===== src/rtl/mem_bus_arbiter_if.sv =====
// Handshake bundle for mem_bus_arbiter: two requester channels (fetch, load/store)
// plus the single memory slave port. The master modport is the arbiter's view.
interface mem_bus_arbiter_if #(
  parameter int ADDR_W = 32,
  parameter int DATA_W = 32
);
  logic              m0_req;
  logic [ADDR_W-1:0] m0_addr;
  logic [DATA_W-1:0] m0_rdata;
  logic              m0_done;
  logic              m0_err;

  logic              m1_req;
  logic [ADDR_W-1:0] m1_addr;
  logic [DATA_W-1:0] m1_wdata;
  logic              m1_write;
  logic [DATA_W-1:0] m1_rdata;
  logic              m1_done;
  logic              m1_err;

  logic              HSel;
  logic [ADDR_W-1:0] HAddress;
  logic [DATA_W-1:0] HWrite_data;
  logic              HWrite;
  logic [DATA_W-1:0] HRead_data;
  logic              HReady;
  logic [1:0]        HResp;

  modport master (
    input  m0_req, m0_addr, m1_req, m1_addr, m1_wdata, m1_write,
    input  HRead_data, HReady, HResp,
    output m0_rdata, m0_done, m0_err, m1_rdata, m1_done, m1_err,
    output HSel, HAddress, HWrite_data, HWrite
  );

  modport slave (
    output m0_req, m0_addr, m1_req, m1_addr, m1_wdata, m1_write,
    output HRead_data, HReady, HResp,
    input  m0_rdata, m0_done, m0_err, m1_rdata, m1_done, m1_err,
    input  HSel, HAddress, HWrite_data, HWrite
  );
endinterface


===== src/rtl/mem_bus_arbiter.sv =====
// Two-master arbiter/sequencer (fetch = m0, load/store = m1) for one memory slave port.
// Define MEM_ARB_ROUND_ROBIN_EN to alternate grants on ties instead of fixed m0 priority.
module mem_bus_arbiter #(
  parameter int ADDR_W  = 32,
  parameter int DATA_W  = 32,
  parameter int TIMEOUT = 16
) (
  input logic                clk,
  input logic                rst,
  mem_bus_arbiter_if.master  bus
);

  typedef enum logic [1:0] {IDLE, ADDR, DATA} state_t;

  localparam logic [7:0] TIMEOUT_LAST = 8'(TIMEOUT - 1);

  state_t            state_q;
  logic              owner_q;
  logic [7:0]        cnt_q;
  logic              HSel_q;
  logic [ADDR_W-1:0] HAddress_q;
  logic [DATA_W-1:0] HWrite_data_q;
  logic              HWrite_q;
  logic [DATA_W-1:0] m0_rdata_q, m1_rdata_q;
  logic              m0_done_q, m0_err_q, m1_done_q, m1_err_q;

  logic anyReq;
  logic grantM1;

  assign anyReq = bus.m0_req | bus.m1_req;

`ifdef MEM_ARB_ROUND_ROBIN_EN
  // rrPtr_q names the master that wins the next tie; it flips to the loser on every grant.
  logic rrPtr_q;
  logic rrPtr_d;

  assign grantM1 = bus.m1_req & (~bus.m0_req | rrPtr_q);
  assign rrPtr_d = ~grantM1;

  always_ff @(posedge clk or negedge rst) begin
    if (!rst) begin
      rrPtr_q <= 1'b0;
    end else if (state_q == IDLE && anyReq) begin
      rrPtr_q <= rrPtr_d;
    end
  end
`else
  assign grantM1 = bus.m1_req & ~bus.m0_req;
`endif

  always_ff @(posedge clk or negedge rst) begin
    if (!rst) begin
      state_q       <= IDLE;
      owner_q       <= 1'b0;
      cnt_q         <= '0;
      HSel_q        <= 1'b0;
      HAddress_q    <= '0;
      HWrite_data_q <= '0;
      HWrite_q      <= 1'b0;
      m0_rdata_q    <= '0;
      m1_rdata_q    <= '0;
      m0_done_q     <= 1'b0;
      m0_err_q      <= 1'b0;
      m1_done_q     <= 1'b0;
      m1_err_q      <= 1'b0;
    end else begin
      m0_done_q <= 1'b0;
      m0_err_q  <= 1'b0;
      m1_done_q <= 1'b0;
      m1_err_q  <= 1'b0;
      case (state_q)
        IDLE: begin
          if (anyReq) begin
            owner_q       <= grantM1;
            HAddress_q    <= grantM1 ? bus.m1_addr : bus.m0_addr;
            HWrite_data_q <= grantM1 ? bus.m1_wdata : '0;
            HWrite_q      <= grantM1 & bus.m1_write;
            HSel_q        <= 1'b1;
            state_q       <= ADDR;
          end
        end
        ADDR: begin
          cnt_q   <= '0;
          state_q <= DATA;
        end
        DATA: begin
          // HReady is checked before the timeout so a late response still completes normally.
          if (bus.HReady) begin
            HSel_q  <= 1'b0;
            state_q <= IDLE;
            if (owner_q) begin
              m1_done_q <= 1'b1;
              m1_err_q  <= (bus.HResp != 2'b00);
              if (!HWrite_q) m1_rdata_q <= bus.HRead_data;
            end else begin
              m0_done_q <= 1'b1;
              m0_err_q  <= (bus.HResp != 2'b00);
              if (!HWrite_q) m0_rdata_q <= bus.HRead_data;
            end
          end else if (cnt_q == TIMEOUT_LAST) begin
            HSel_q  <= 1'b0;
            state_q <= IDLE;
            if (owner_q) begin
              m1_done_q <= 1'b1;
              m1_err_q  <= 1'b1;
            end else begin
              m0_done_q <= 1'b1;
              m0_err_q  <= 1'b1;
            end
          end else begin
            cnt_q <= cnt_q + 8'd1;
          end
        end
        default: begin
          HSel_q  <= 1'b0;
          state_q <= IDLE;
        end
      endcase
    end
  end

  assign bus.HSel        = HSel_q;
  assign bus.HAddress    = HAddress_q;
  assign bus.HWrite_data = HWrite_data_q;
  assign bus.HWrite      = HWrite_q;
  assign bus.m0_rdata    = m0_rdata_q;
  assign bus.m0_done     = m0_done_q;
  assign bus.m0_err      = m0_err_q;
  assign bus.m1_rdata    = m1_rdata_q;
  assign bus.m1_done     = m1_done_q;
  assign bus.m1_err      = m1_err_q;

endmodule


===== src/flat_wrapper.sv =====
// flat-port wrapper written by rule: the top's interface ports become plain ports
module mem_bus_arbiter_flat 
#(
  parameter int ADDR_W  = 32,
  parameter int DATA_W  = 32,
  parameter int TIMEOUT = 16
)
  (clk, rst, bus_m0_req, bus_m0_addr, bus_m1_req, bus_m1_addr, bus_m1_wdata, bus_m1_write, bus_HRead_data, bus_HReady, bus_HResp, bus_m0_rdata, bus_m0_done, bus_m0_err, bus_m1_rdata, bus_m1_done, bus_m1_err, bus_HSel, bus_HAddress, bus_HWrite_data, bus_HWrite);
  mem_bus_arbiter_if #(.ADDR_W(ADDR_W), .DATA_W(DATA_W)) bus_i ();
  input logic clk;
  input logic rst;
  input wire logic [$bits(bus_i.m0_req)-1:0] bus_m0_req;
  input wire logic [$bits(bus_i.m0_addr)-1:0] bus_m0_addr;
  input wire logic [$bits(bus_i.m1_req)-1:0] bus_m1_req;
  input wire logic [$bits(bus_i.m1_addr)-1:0] bus_m1_addr;
  input wire logic [$bits(bus_i.m1_wdata)-1:0] bus_m1_wdata;
  input wire logic [$bits(bus_i.m1_write)-1:0] bus_m1_write;
  input wire logic [$bits(bus_i.HRead_data)-1:0] bus_HRead_data;
  input wire logic [$bits(bus_i.HReady)-1:0] bus_HReady;
  input wire logic [$bits(bus_i.HResp)-1:0] bus_HResp;
  output wire logic [$bits(bus_i.m0_rdata)-1:0] bus_m0_rdata;
  output wire logic [$bits(bus_i.m0_done)-1:0] bus_m0_done;
  output wire logic [$bits(bus_i.m0_err)-1:0] bus_m0_err;
  output wire logic [$bits(bus_i.m1_rdata)-1:0] bus_m1_rdata;
  output wire logic [$bits(bus_i.m1_done)-1:0] bus_m1_done;
  output wire logic [$bits(bus_i.m1_err)-1:0] bus_m1_err;
  output wire logic [$bits(bus_i.HSel)-1:0] bus_HSel;
  output wire logic [$bits(bus_i.HAddress)-1:0] bus_HAddress;
  output wire logic [$bits(bus_i.HWrite_data)-1:0] bus_HWrite_data;
  output wire logic [$bits(bus_i.HWrite)-1:0] bus_HWrite;
  assign bus_i.m0_req = bus_m0_req;
  assign bus_i.m0_addr = bus_m0_addr;
  assign bus_i.m1_req = bus_m1_req;
  assign bus_i.m1_addr = bus_m1_addr;
  assign bus_i.m1_wdata = bus_m1_wdata;
  assign bus_i.m1_write = bus_m1_write;
  assign bus_i.HRead_data = bus_HRead_data;
  assign bus_i.HReady = bus_HReady;
  assign bus_i.HResp = bus_HResp;
  assign bus_m0_rdata = bus_i.m0_rdata;
  assign bus_m0_done = bus_i.m0_done;
  assign bus_m0_err = bus_i.m0_err;
  assign bus_m1_rdata = bus_i.m1_rdata;
  assign bus_m1_done = bus_i.m1_done;
  assign bus_m1_err = bus_i.m1_err;
  assign bus_HSel = bus_i.HSel;
  assign bus_HAddress = bus_i.HAddress;
  assign bus_HWrite_data = bus_i.HWrite_data;
  assign bus_HWrite = bus_i.HWrite;
  mem_bus_arbiter #(.ADDR_W(ADDR_W), .DATA_W(DATA_W), .TIMEOUT(TIMEOUT)) u_core (.clk(clk), .rst(rst), .bus(bus_i));
endmodule

===== config.mk =====
export PLATFORM = sky130hd
export DESIGN_NAME = mem_bus_arbiter_flat
export DESIGN_NICKNAME = d
export VERILOG_FILES = /design/src/rtl/mem_bus_arbiter_if.sv /design/src/rtl/mem_bus_arbiter.sv /design/src/flat_wrapper.sv
export SDC_FILE = /design/constraint.sdc
export NUM_CORES = 1
export LEC_CHECK = 0
export ABC_AREA = 1
export BUFFER_PORTS_ARGS = -buffer_cell sky130_fd_sc_hd__buf_4
export CORE_AREA = 4 4 114 116
export DETAILED_ROUTE_END_ITERATION = 8
export DIE_AREA = 0 0 118 120
export GPL_ROUTABILITY_DRIVEN = 0
export PLACE_DENSITY = 0.91
export SETUP_SLACK_MARGIN = 0.05
export SLEW_MARGIN = 30
export SYNTH_ARGS = -nofsm -noshare
export SYNTH_HDL_FRONTEND = slang
export SYNTH_SLANG_ARGS = --single-unit

===== constraint.sdc =====
create_clock -name clk -period 4.43 [get_ports clk]
set_clock_uncertainty 0.1 [all_clocks]
set_input_delay 0.886 -clock clk [delete_from_list [all_inputs] [get_ports clk]]
set_output_delay 0.886 -clock clk [all_outputs]
set_load 0.005 [all_outputs]

# --- Yosys cells after proc, flatten, opt, wreduce, memory -nomap -nowiden ---
# Cells that the tools add are included.
classes:
  addsub: 1
  n_eq_ne: 7
  muxes: 27
  bitwise: 7
  reduce_logical: 9
ops:
  columns: ["op", "count"]
  rows:
  - ["$mux W32", 2]
  - ["$mux W1", 17]
  - ["$mux W8", 2]
  - ["$pmux W8 S2", 1]
  - ["$add A8 B1 Y8 const B", 1]
  - ["$eq A8 B4 Y1 const B", 1]
  - ["$reduce_and A4 Y1", 2]
  - ["$mux W2", 3]
  - ["$pmux W2 S3", 1]
  - ["$reduce_and A3 Y1", 2]
  - ["$ne A2 B2 Y1 const B", 2]
  - ["$not A1 Y1", 4]
  - ["$reduce_and A2 Y1", 2]
  - ["$reduce_bool A2 Y1", 2]
  - ["$ne A3 B2 Y1 const B", 1]
  - ["$pmux W1 S3", 1]
  - ["$and A1 B1 Y1", 2]
  - ["$eq A2 B1 Y1 const B", 1]
  - ["$eq A2 B2 Y1 const B", 1]
  - ["$logic_not A2 Y1", 1]
  - ["$ne A2 B1 Y1 const B", 1]
  - ["$or A1 B1 Y1", 1]
word_totals:
  ff_bits: 145
  in_bits: 136
  out_inout_bits: 134
  wordCells: 64

# --- Longest topological paths before layout ---
logic_depth:
  word_depth: 4
  ltp_mapped: 8
  mapped_depth_nobuf: 8

# --- Worst setup path before layout ---
# Ideal clock, no wire load.
synth_timing:
  path_kind: "input-to-reg"
  start: "input bus_m0_req"
  end: "register u_core.HAddress_q[14] (netlist: u_core.bus.HAddress[14])"
  setup_time_ns: 0.126
  t_arrival_ns: 1.723
  required_ns: 4.204
  setup_slack_ns: 2.480
  path_stages: 7
  path_buffers: 2
  cell_sequence: "nor2_1 nor3_2 inv_1 buf_2 buf_1 nand2_1 o21ai_0"
synth_via:
  elab_chain_len: 3
synth_rtl:
  columns: ["element", "line_no", "source"]
  rows:
  - ["start, declared", "flat_wrapper.sv:12", "input wire logic [$bits(bus_i.m0_req)-1:0] bus_m0_req;"]
  - ["$not A1 Y1", "mem_bus_arbiter.sv:48", "assign grantM1 = bus.m1_req & ~bus.m0_req;"]
  - ["$and A1 B1 Y1", "mem_bus_arbiter.sv:48", null]
  - ["$mux W32", "mem_bus_arbiter.sv:75", "HAddress_q <= grantM1 ? bus.m1_addr : bus.m0_addr;"]
  - ["end signal, assigned", "mem_bus_arbiter.sv:75", null]
  - ["end, declared", "mem_bus_arbiter.sv:21", "logic [ADDR_W-1:0] HAddress_q;"]
# Parallel ways exist; a longest one is shown, timed or not.
# A chain may end at the register's enable or synchronous reset.

# --- Worst setup path in the final report ---
# Same ends and word-level chain as after synthesis.

==> summary.txt <==
STA
  – Setup TNS: 0 ns
  – Worst-Margin Slew: between 0.9 and 1 ns
  – Final Hold Viols: 0
  – Crit share post-route: approximately 48%
  – Max-slew violations: 0
  – RSZ-0062 raised after global routing: false
  – Max_slew headroom: between 30% and 40%
  – Fmax: 466.8 MHz
  – WHS: roughly 0.38 ns
  – Post-layout min period: roughly 2.1 ns
  – # setup viols final: 0

Global route
  – Vias in the first global route: 5584
  – Initial antenna violation count: 0
  – Overflow after GRT: 0
  – Pin count of the biggest net entering global routing: 82
  – First-pass GRT wire length: approximately 29 mm
  – Gr usage total: approximately 25%

Clock tree
  – Total CTS buffers: 17
  – CTS Hold Bufs: 0
  – Root Buffer: clkbuf_16
  – Clock slew at reported path FFs: roughly 0.060 ns
  – Post-cts sizing count: 0
  – Post-CTS setup buffers: 0
  – TritonCTS Sinks: ~150
  – Latest clock arrival within the worst-skew pair: 0.41 ns
  – CTS tree: done
  – Htree depth: 4
  – Clock tree buffer depth: 2

Critical path
  – Crit path DAT: approximately 2.3 ns
  – Worst setup SP type: input port
  – R2R Setup Slk: between 2 and 2.5 ns
  – Critical Path RT: roughly 4.6 ns
  – Nature of the critical path endpoint: register
  – Setup CP Type: in -> reg
  – CP max FO: 32
  – Reg2Reg Depth: 7

Synthesis
  – Avg Inst Size Synth: about 8.6 µm²
  – Synth cell types: 21
  – Synth Warn #: 0
  – Synth area leader: dfrtp_1
  – Flops & latches, synth: ~150
  – Synth top cells by count: nand2_1 (191), dfrtp_1 (145), o21ai_0 (97)
  – Asr flop ratio synth: 100.0%
  – Count leader, synth: nand2_1
  – Cells after Synth: 697
  – Share of the yosys chip area belonging to registers: between 60 and 70%
  – Top cell type's share of synthesized area: 60.28%
  – EDFF count, synth: 0
  – Synthesized area: 6020 µm²
  – Area contributors post-synth: dfrtp_1 (60%), nand2_1 (12%), o21ai_0 (8.1%)
  – Post-synth top flop: dfrtp_1
  – Net count after synthesis: 834

Power and ir drop
  – Clk pwr share: 27.2%
  – Sequential Power Share: a little under two fifths
  – Net Sw Frac: ~33%
  – Internal power: 3899 µW
  – Logic pwr share: 34.5%
  – P_sw: about 1900 µW
  – Leakage: between 0.004 and 0.005 µW
  – Peak supply drop: 0.4212 mV
  – Total power divided by cell area: around 660 nW/µm²

Detailed routing
  – Pre-Repair DR Iteration Count: 5
  – Drt first-iter violations: 487
  – Via Count: approximately 5600
  – Antenna Nets Post-Route: 0
  – Vias per cell: between 5 and 6
  – Residual DRC: 0
  – Post-Route WL: ~18 mm
  – Routed len/inst: roughly 16 µm

Place
  – Placed cell area: between 8000 and 9000 µm²
  – DPL Wire Length: between 10 and 15 mm
  – IO Port Bufs: 269

Floorplanning
  – Starting density of the core: 50.54%
  – Die ar.: ~14000 µm²
  – Chip Height: 120 µm
  – Core footprint: between 10000 and 15000 µm²
  – Top Ports: 270
  – Rows: 40
  – Die width: 118 µm

Min path
  – Worst hold path type: reg -> reg
  – Hold path depth: 2

Finish
  – Final Instance Area: just under 9000 µm²
  – Antenna diode count: 0
  – Nets@finish: between 1000 and 1500
  – Synth-to-Final Area Change: 45.69%
  – Layout cells sized above 1: about a third

Job
  – Max cap viols: 0

Outcome
  – Status: complete, no violations
==> per-stage QoR <==
step	total power, µW	util (%)	cells	worst slack (ns)
after floorplan	2995	-	697	2.480
after global placement	4154	68.13	1083	1.960
after detailed placement	4234	68.15	1083	2.019
after CTS	5844	73.62	1114	2.428
after global routing	6171	73.62	1114	2.125
final	5800	73.62	1114	2.288
==> power by group through the flow <==
stage	registers (µW)	logic, µW	clock network, µW
floorplan	2240	760	0
global placement	2210	1950	0
detailed placement	2220	2010	0
CTS	2220	2030	1600
global route	2300	2210	1670
finish	2220	2000	1580
==> area by class of cell <==
| type | count | area (µm²) |
|---|---|---|
| sequential | 145 | 3628 |
| fill | 857 | 3142 |
| timing repair buffer | 275 | 2068 |
| multi-input combinational | 433 | 1923 |
| clock buffer | 17 | 425.4 |
| inverter | 83 | 314.1 |
| clock inverter | 14 | 226.5 |
| tap | 147 | 183.9 |
==> kinds of logic (layout without fill, tap and decap cells) <==
logic type / Yosys count / count (layout) / synth area share (%)
adders and majority gates: 1 / 1 / 0.2078
DFF: 145 / 145 / 60.28
AOI/OAI and AO/OA: 133 / 133 / 11.12
and+or+nand+nor: 299 / 299 / 20.39
buffers and inverters: 119 / 389 / 8.003
==> worst paths after layout <==
| kind | end | startpoint |
|---|---|---|
| min reg2reg | u_core.bus.HSel$_DFFE_PN0P_ | u_core.bus.HSel$_DFFE_PN0P_ |
| max | u_core.bus.HAddress[14]$_DFFE_PN0P_ | bus_m0_req |
| max in group asynchronous | u_core.bus.m0_rdata[27]$_DFFE_PN0P_ | rst |
| max reg2reg | u_core.bus.m1_rdata[23]$_DFFE_PN0P_ | u_core.state_q[1]$_DFFE_PN0P_ |
| min | u_core.bus.HSel$_DFFE_PN0P_ | u_core.bus.HSel$_DFFE_PN0P_ |
| min in group asynchronous | u_core.bus.m0_rdata[8]$_DFFE_PN0P_ | rst |
==> layout by cell type (no fill, tap or decap), types with 3 or more instances in the layout <==
cell	n
nor3_1	4
inv_1	80
nand2_1	191
dfrtp_1	145
clkbuf_16	17
nand3_1	50
o21ai_1	35
o21ai_0	97
clkinv_4	3
inv_6	4
nor2_1	48
buf_4	274
bufinv_16	5
==> per-layer routing <==
metal / global-route usage (%) / share of wire (%) / up-vias
met5: 0 / 0 / -
met4: 7.473 / 1.9 / 0
met3: 8.671 / 8.6 / 30
met2: 43.59 / 51 / 253
met1: 30.76 / 39 / 2616
li1: - / - / 2719
==> registers in the layout (all words and copies together), names as in the netlist, 2 cells and up <==
signal                  count
u_core.bus.m0_rdata        32
u_core.state_q              2
u_core.cnt_q                8
u_core.bus.HWrite_data     32
u_core.bus.HAddress        32
u_core.bus.m1_rdata        32
==> worst max-delay path, cell delays in order <==
cell      delay (ns)
buf_4           0.12
nor2_4          0.10
clkinv_1        0.71
nor2_1          0.36
o21ai_0         0.14
No activity file was read; power rests on OpenSTA's default activity.
